$ cat src/rtl/f1_lights_seq.sv
// f1_lights_seq: F1 start-light sequencer with tick divider, pseudo-random hold and reaction timer
// Ports: clk/rst (sync, active-high), en gates the tick divider, N = tick period - 1,
//        trigger starts a sequence from IDLE, react is the driver button,
//        out = light bar (bit0 first), busy = not IDLE, go = lights-out pulse,
//        false_start = early-react pulse, rt_valid/rt_count = reaction time result.
module f1_lights_seq #(
    parameter int WIDTH   = 16,
    parameter int NLIGHTS = 8,
    parameter int DLY_W   = 4,
    parameter int RT_W    = 16
) (
    input  logic               clk,
    input  logic               rst,
    input  logic               en,
    input  logic [WIDTH-1:0]   N,
    input  logic               trigger,
    input  logic               react,
    output logic [NLIGHTS-1:0] out,
    output logic               busy,
    output logic               go,
    output logic               false_start,
    output logic               rt_valid,
    output logic [RT_W-1:0]    rt_count
);
    typedef enum logic [1:0] {IDLE, FILL, HOLD, TIMING} state_t;
    state_t              state, state_n;
    logic [WIDTH-1:0]    cnt;
    logic [6:0]          lfsr;
    logic [DLY_W-1:0]    dly, dly_n;
    logic [RT_W-1:0]     rtc, rtc_n, rt_count_n;
    logic [NLIGHTS-1:0]  out_n;
    logic                go_n, fs_n, rtv_n, tick, accept;
    assign tick   = en && cnt == '0;
    assign accept = state == IDLE && trigger;
    assign busy   = state != IDLE;
    always_ff @(posedge clk) begin
        if (rst) begin
            state       <= IDLE;
            out         <= '0;
            go          <= 1'b0;
            false_start <= 1'b0;
            rt_valid    <= 1'b0;
            rt_count    <= '0;
            rtc         <= '0;
            dly         <= '0;
            cnt         <= N;
            lfsr        <= 7'h01;
        end else begin
            state       <= state_n;
            out         <= out_n;
            go          <= go_n;
            false_start <= fs_n;
            rt_valid    <= rtv_n;
            rt_count    <= rt_count_n;
            rtc         <= rtc_n;
            dly         <= dly_n;
            // trigger acceptance restarts the period so the first light is a full tick away
            cnt         <= (accept || tick) ? N : en ? cnt - 1'b1 : cnt;
            // x^7 + x^6 + 1, free-running so the hold delay depends on when the driver starts
            lfsr        <= {lfsr[5:0], lfsr[6] ^ lfsr[5]};
        end
    end
    always_comb begin
        state_n    = state;
        out_n      = out;
        dly_n      = dly;
        rtc_n      = rtc;
        rt_count_n = rt_count;
        go_n       = 1'b0;
        fs_n       = 1'b0;
        rtv_n      = 1'b0;
        case (state)
            IDLE: state_n = trigger ? FILL : IDLE;
            FILL, HOLD: begin
                // an early react beats a coincident tick
                if (react) begin
                    out_n   = '0;
                    fs_n    = 1'b1;
                    state_n = IDLE;
                end else if (tick && state == FILL) begin
                    out_n = {out[NLIGHTS-2:0], 1'b1};
                    if (&out[NLIGHTS-2:0]) begin
                        state_n = HOLD;
                        dly_n   = lfsr[DLY_W-1:0];
                    end
                end else if (tick) begin
                    if (dly == '0) begin
                        out_n   = '0;
                        go_n    = 1'b1;
                        rtc_n   = '0;
                        state_n = TIMING;
                    end else begin
                        dly_n = dly - 1'b1;
                    end
                end
            end
            TIMING: begin
                if (react) begin
                    rt_count_n = rtc;
                    rtv_n      = 1'b1;
                    state_n    = IDLE;
                end else begin
                    rtc_n = (&rtc) ? rtc : rtc + 1'b1;
                end
            end
            default: state_n = IDLE;
        endcase
    end
endmodule

$ cat config.mk
export PLATFORM = sky130hd
export DESIGN_NAME = f1_lights_seq
export DESIGN_NICKNAME = d
export VERILOG_FILES = /design/src/rtl/f1_lights_seq.sv
export SDC_FILE = /design/constraint.sdc
export NUM_CORES = 1
export LEC_CHECK = 0
export BUFFER_PORTS_ARGS = -buffer_cell sky130_fd_sc_hd__buf_2
export CAP_MARGIN = 0
export CORE_AREA = 4 4 79 96
export DETAILED_ROUTE_END_ITERATION = 8
export DIE_AREA = 0 0 83 100
export MAX_ROUTING_LAYER = met4
export PLACE_DENSITY = 0.74
export SYNTH_ARGS = -nofsm -noshare
export SYNTH_HDL_FRONTEND = slang
export SYNTH_SLANG_ARGS = --single-unit
export TNS_END_PERCENT = 20
$ cat constraint.sdc
create_clock -name clk -period 3 [get_ports clk]
set_input_delay 0.45 -clock clk [delete_from_list [all_inputs] [get_ports clk]]
set_output_delay 0.45 -clock clk [all_outputs]
set_load 0.02 [all_outputs]
==> impl_metrics.py <==
metrics = {
    "status": {
        "status": "completed",
    },
    "setup_path": {
        "critical_path.endpoint_type": "register",
        "arrival_ns": 2.71,
        "worst_setup_path_start_kind": "register",
        "crit_required_ns": 3.27,
        "path_type_of_the_worst_setup_path": "reg -> reg",
        "path_max_fanout": 8,
    },
    "final_layout": {
        "flow.area_growth_from_synthesis_pct": 15.3,
        "layout.cells.most_common_list": "64 x sky130_fd_sc_hd__nand2_1, 56 x sky130_fd_sc_hd__dfxtp_1, 48 x sky130_fd_sc_hd__buf_2, 24 x sky130_fd_sc_hd__a21oi_1, 19 x sky130_fd_sc_hd__o21ai_0",
        "drive_gt1_share_pct": 18.8,
        "layout.cells.most_common": "sky130_fd_sc_hd__nand2_1",
        "num_antenna_cells": 0,
        "final_nets": 465,
    },
    "logic_synthesis": {
        "yosys_warnings": 0,
        "ys_seq_area_share_pct": 44.9,
        "synth_nets": 428,
        "ys_types": 57,
        "async_flop_share_pct": 0,
        "synth_ff_type": "sky130_fd_sc_hd__dfxtp_1",
        "postSynthCellCount": 399,
        "synthesis.area_per_instance_um2": 8.94,
        "yosys_register_bits": 72,
        "synth_area_mm2": 0.00357,
        "synth-edff-count": 16,
    },
    "global_routing": {
        "grtUsageTotal_pct": 19.3,
        "grt_remaining_overflow": 0,
        "grt_pass1_wl_um": 12800,
        "grt_max_degree": 33,
        "first_global_vias": 2821,
        "antenna_violations_before_repair": 0,
    },
    "job": {
        "maxCapViolations": 0,
    },
    "die": {
        "floorplan.die_area_mm2": 0.00830,
        "floorplan.rows": 33,
        "area_of_the_core_region_mm2": 0.00669,
        "initial_utilization_pct": 53.3,
        "dieWidth_um": 83,
        "chipHeight_um": 100,
        "io-pin-count": 49,
    },
    "pwr": {
        "power.density_cell_area_mw_per_mm2": 544,
        "power.total_uw": 2240,
        "p_leak_uw": 0.00156,
        "ir_drop_mv": 0.305,
    },
    "routing": {
        "dr_total_vias": 3048,
        "drt_iter0_markers": 191,
        "detail_route.wirelength_um": 7570,
        "detailed_route_wire_length_per_cell_um": 14.3,
        "route.detailed.drc": 0,
        "routed_antenna_nets": 0,
        "route.detailed.vias_per_inst": 5.77,
        "first_pass_iters": 4,
    },
    "sta": {
        "finalHoldViolCount": 0,
        "timing.final.setup_violations": 0,
        "worst-slew-pin-transition_ns": 0.732,
        "skew_ns": 0.00942,
        "finalSetupTns_ns": 0,
        "max_freq_mhz": 410,
        "timing.final.crit_share_pct": 81.3,
        "grt_setup_unrepaired": "false",
        "max-slew-margin-rel_pct": 51.1,
        "period_needed_ns": 2.44,
        "final_critical_path_setup_slack_ns": 0.561,
        "timing_max_transition_violations_final": 0,
    },
    "clocking": {
        "cts_root_buffer": "sky130_fd_sc_hd__clkbuf_8",
        "worst_setup_hold_path_clk_slew_ns": 0.08,
        "holdBufCountCts": 0,
        "tritoncts_num_sinks": 72,
        "post_cts_resize_count": 0,
        "worstSkewPairLatency_ns": 0.35,
        "clock_path_buffers": 2,
        "cts_tree": "done",
        "setup_bufs_post_cts": 0,
        "cts_inserted_buffers": 9,
        "htree_num_levels": 3,
    },
    "worst_hold_path": {
        "worstHoldPathType": "in -> reg",
    },
    "place": {
        "dp.final_hpwl_um": 5460,
        "globalplace.congestion": 0.924,
        "post-place-ws_ns": 0.590,
        "port_buffers": 48,
    },
}
[cell type report]
type,count,area [um^2]
inverters,17,63.8
flip-flops and latches,72,1600
clock buffers,11,163
repair buffers,51,263
fillers,606,2580
well taps,87,109
clock inverters,5,108
multi-input cells,285,1810
[flip-flops by register name (all words and copies together), names as in the netlist]
register     count
cnt             16
rt_count        16
rtc             16
out              8
lfsr             7
dly              4
state            2
false_start      1
go               1
rt_valid         1
[critical path: stages (launching register included)]
cell                        delay, ns
sky130_fd_sc_hd__dfxtp_1         0.37
sky130_fd_sc_hd__inv_1           0.09
sky130_fd_sc_hd__ha_1            0.46
sky130_fd_sc_hd__nand2b_1        0.19
sky130_fd_sc_hd__a2111oi_2       0.73
sky130_fd_sc_hd__nand3_1         0.25
sky130_fd_sc_hd__o31ai_1         0.27
[synthesized netlist by cell type, types with 4 or more instances]
cell	count	share of area, %
sky130_fd_sc_hd__a32o_1	4	1.1
sky130_fd_sc_hd__o31ai_1	4	0.84
sky130_fd_sc_hd__nor2_1	15	1.6
sky130_fd_sc_hd__nand2b_1	6	1.1
sky130_fd_sc_hd__o21ai_0	19	2.7
sky130_fd_sc_hd__ha_1	8	2.8
sky130_fd_sc_hd__a311oi_1	9	2.2
sky130_fd_sc_hd__inv_1	17	1.8
sky130_fd_sc_hd__dfxtp_1	56	31
sky130_fd_sc_hd__clkbuf_1	17	1.8
sky130_fd_sc_hd__edfxtp_1	16	13
sky130_fd_sc_hd__nand2_1	64	6.7
sky130_fd_sc_hd__xnor2_1	11	2.7
sky130_fd_sc_hd__a21oi_1	24	3.4
sky130_fd_sc_hd__nor2b_1	7	1.2
sky130_fd_sc_hd__and3_1	6	1.1
sky130_fd_sc_hd__nor3_1	13	1.8
sky130_fd_sc_hd__buf_2	4	0.56
sky130_fd_sc_hd__a31o_2	5	1.2
sky130_fd_sc_hd__a22o_1	7	1.7
sky130_fd_sc_hd__and4_1	4	0.98
sky130_fd_sc_hd__nand3_1	16	2.2
sky130_fd_sc_hd__a31oi_1	9	1.6
sky130_fd_sc_hd__and2_1	5	0.88
[logic make-up after synthesis]
| family | Yosys count | synth area share [%] |
|---|---|---|
| AO/OA/AOI/OAI | 103 | 20.2 |
| XOR/XNOR | 14 | 3.44 |
| adder cells (fa/ha/maj) | 8 | 2.81 |
| buffers and inverters | 42 | 4.59 |
| flip-flops | 72 | 44.9 |
| multiplexers | 2 | 0.596 |
| AND/OR/NAND/NOR | 158 | 23.4 |
[final timing paths]
path | end | startpoint | cells past startpoint | slack (ns)
min reg2reg | lfsr[5] | lfsr[4] | 1 | 0.44
max reg2reg | dly[1] | state[1] | 6 | 0.56
max | dly[1] | state[1] | 6 | 0.56
min | cnt[5] | N[5] | 3 | 0.37
[power breakdown]
| group | internal, uW | total [uW] | switching (uW) |
|---|---|---|---|
| combinational | 65.5 | 161 | 95.8 |
| sequential | 1030 | 1070 | 39.1 |
| clock | 631 | 1010 | 377 |
| total | 1730 | 2240 | 512 |
[per-stage QoR]
stage | cell area [um^2] | instances | hold slack, ns | utilization [%]
after global routing | 4110 | 528 | 0.373 | 61.5
final | 4110 | 528 | 0.366 | 61.5
after detailed placement | 3840 | 512 | 0.426 | 57.4
after floorplan | 3570 | 399 | 0.406 | -
after CTS | 4110 | 528 | 0.351 | 61.5
after global placement | 3840 | 512 | 0.418 | 57.4
[layer usage]
metal / up-vias / global-route usage, % / wire length [um]
met5: - / - / 0
met1: 1420 / 21.4 / 3180
li1: 1529 / - / -
met3: 17 / 4.35 / 362
met4: 0 / 7.42 / 168
met2: 82 / 33.9 / 3860
Power figures use the tool's default switching activity.
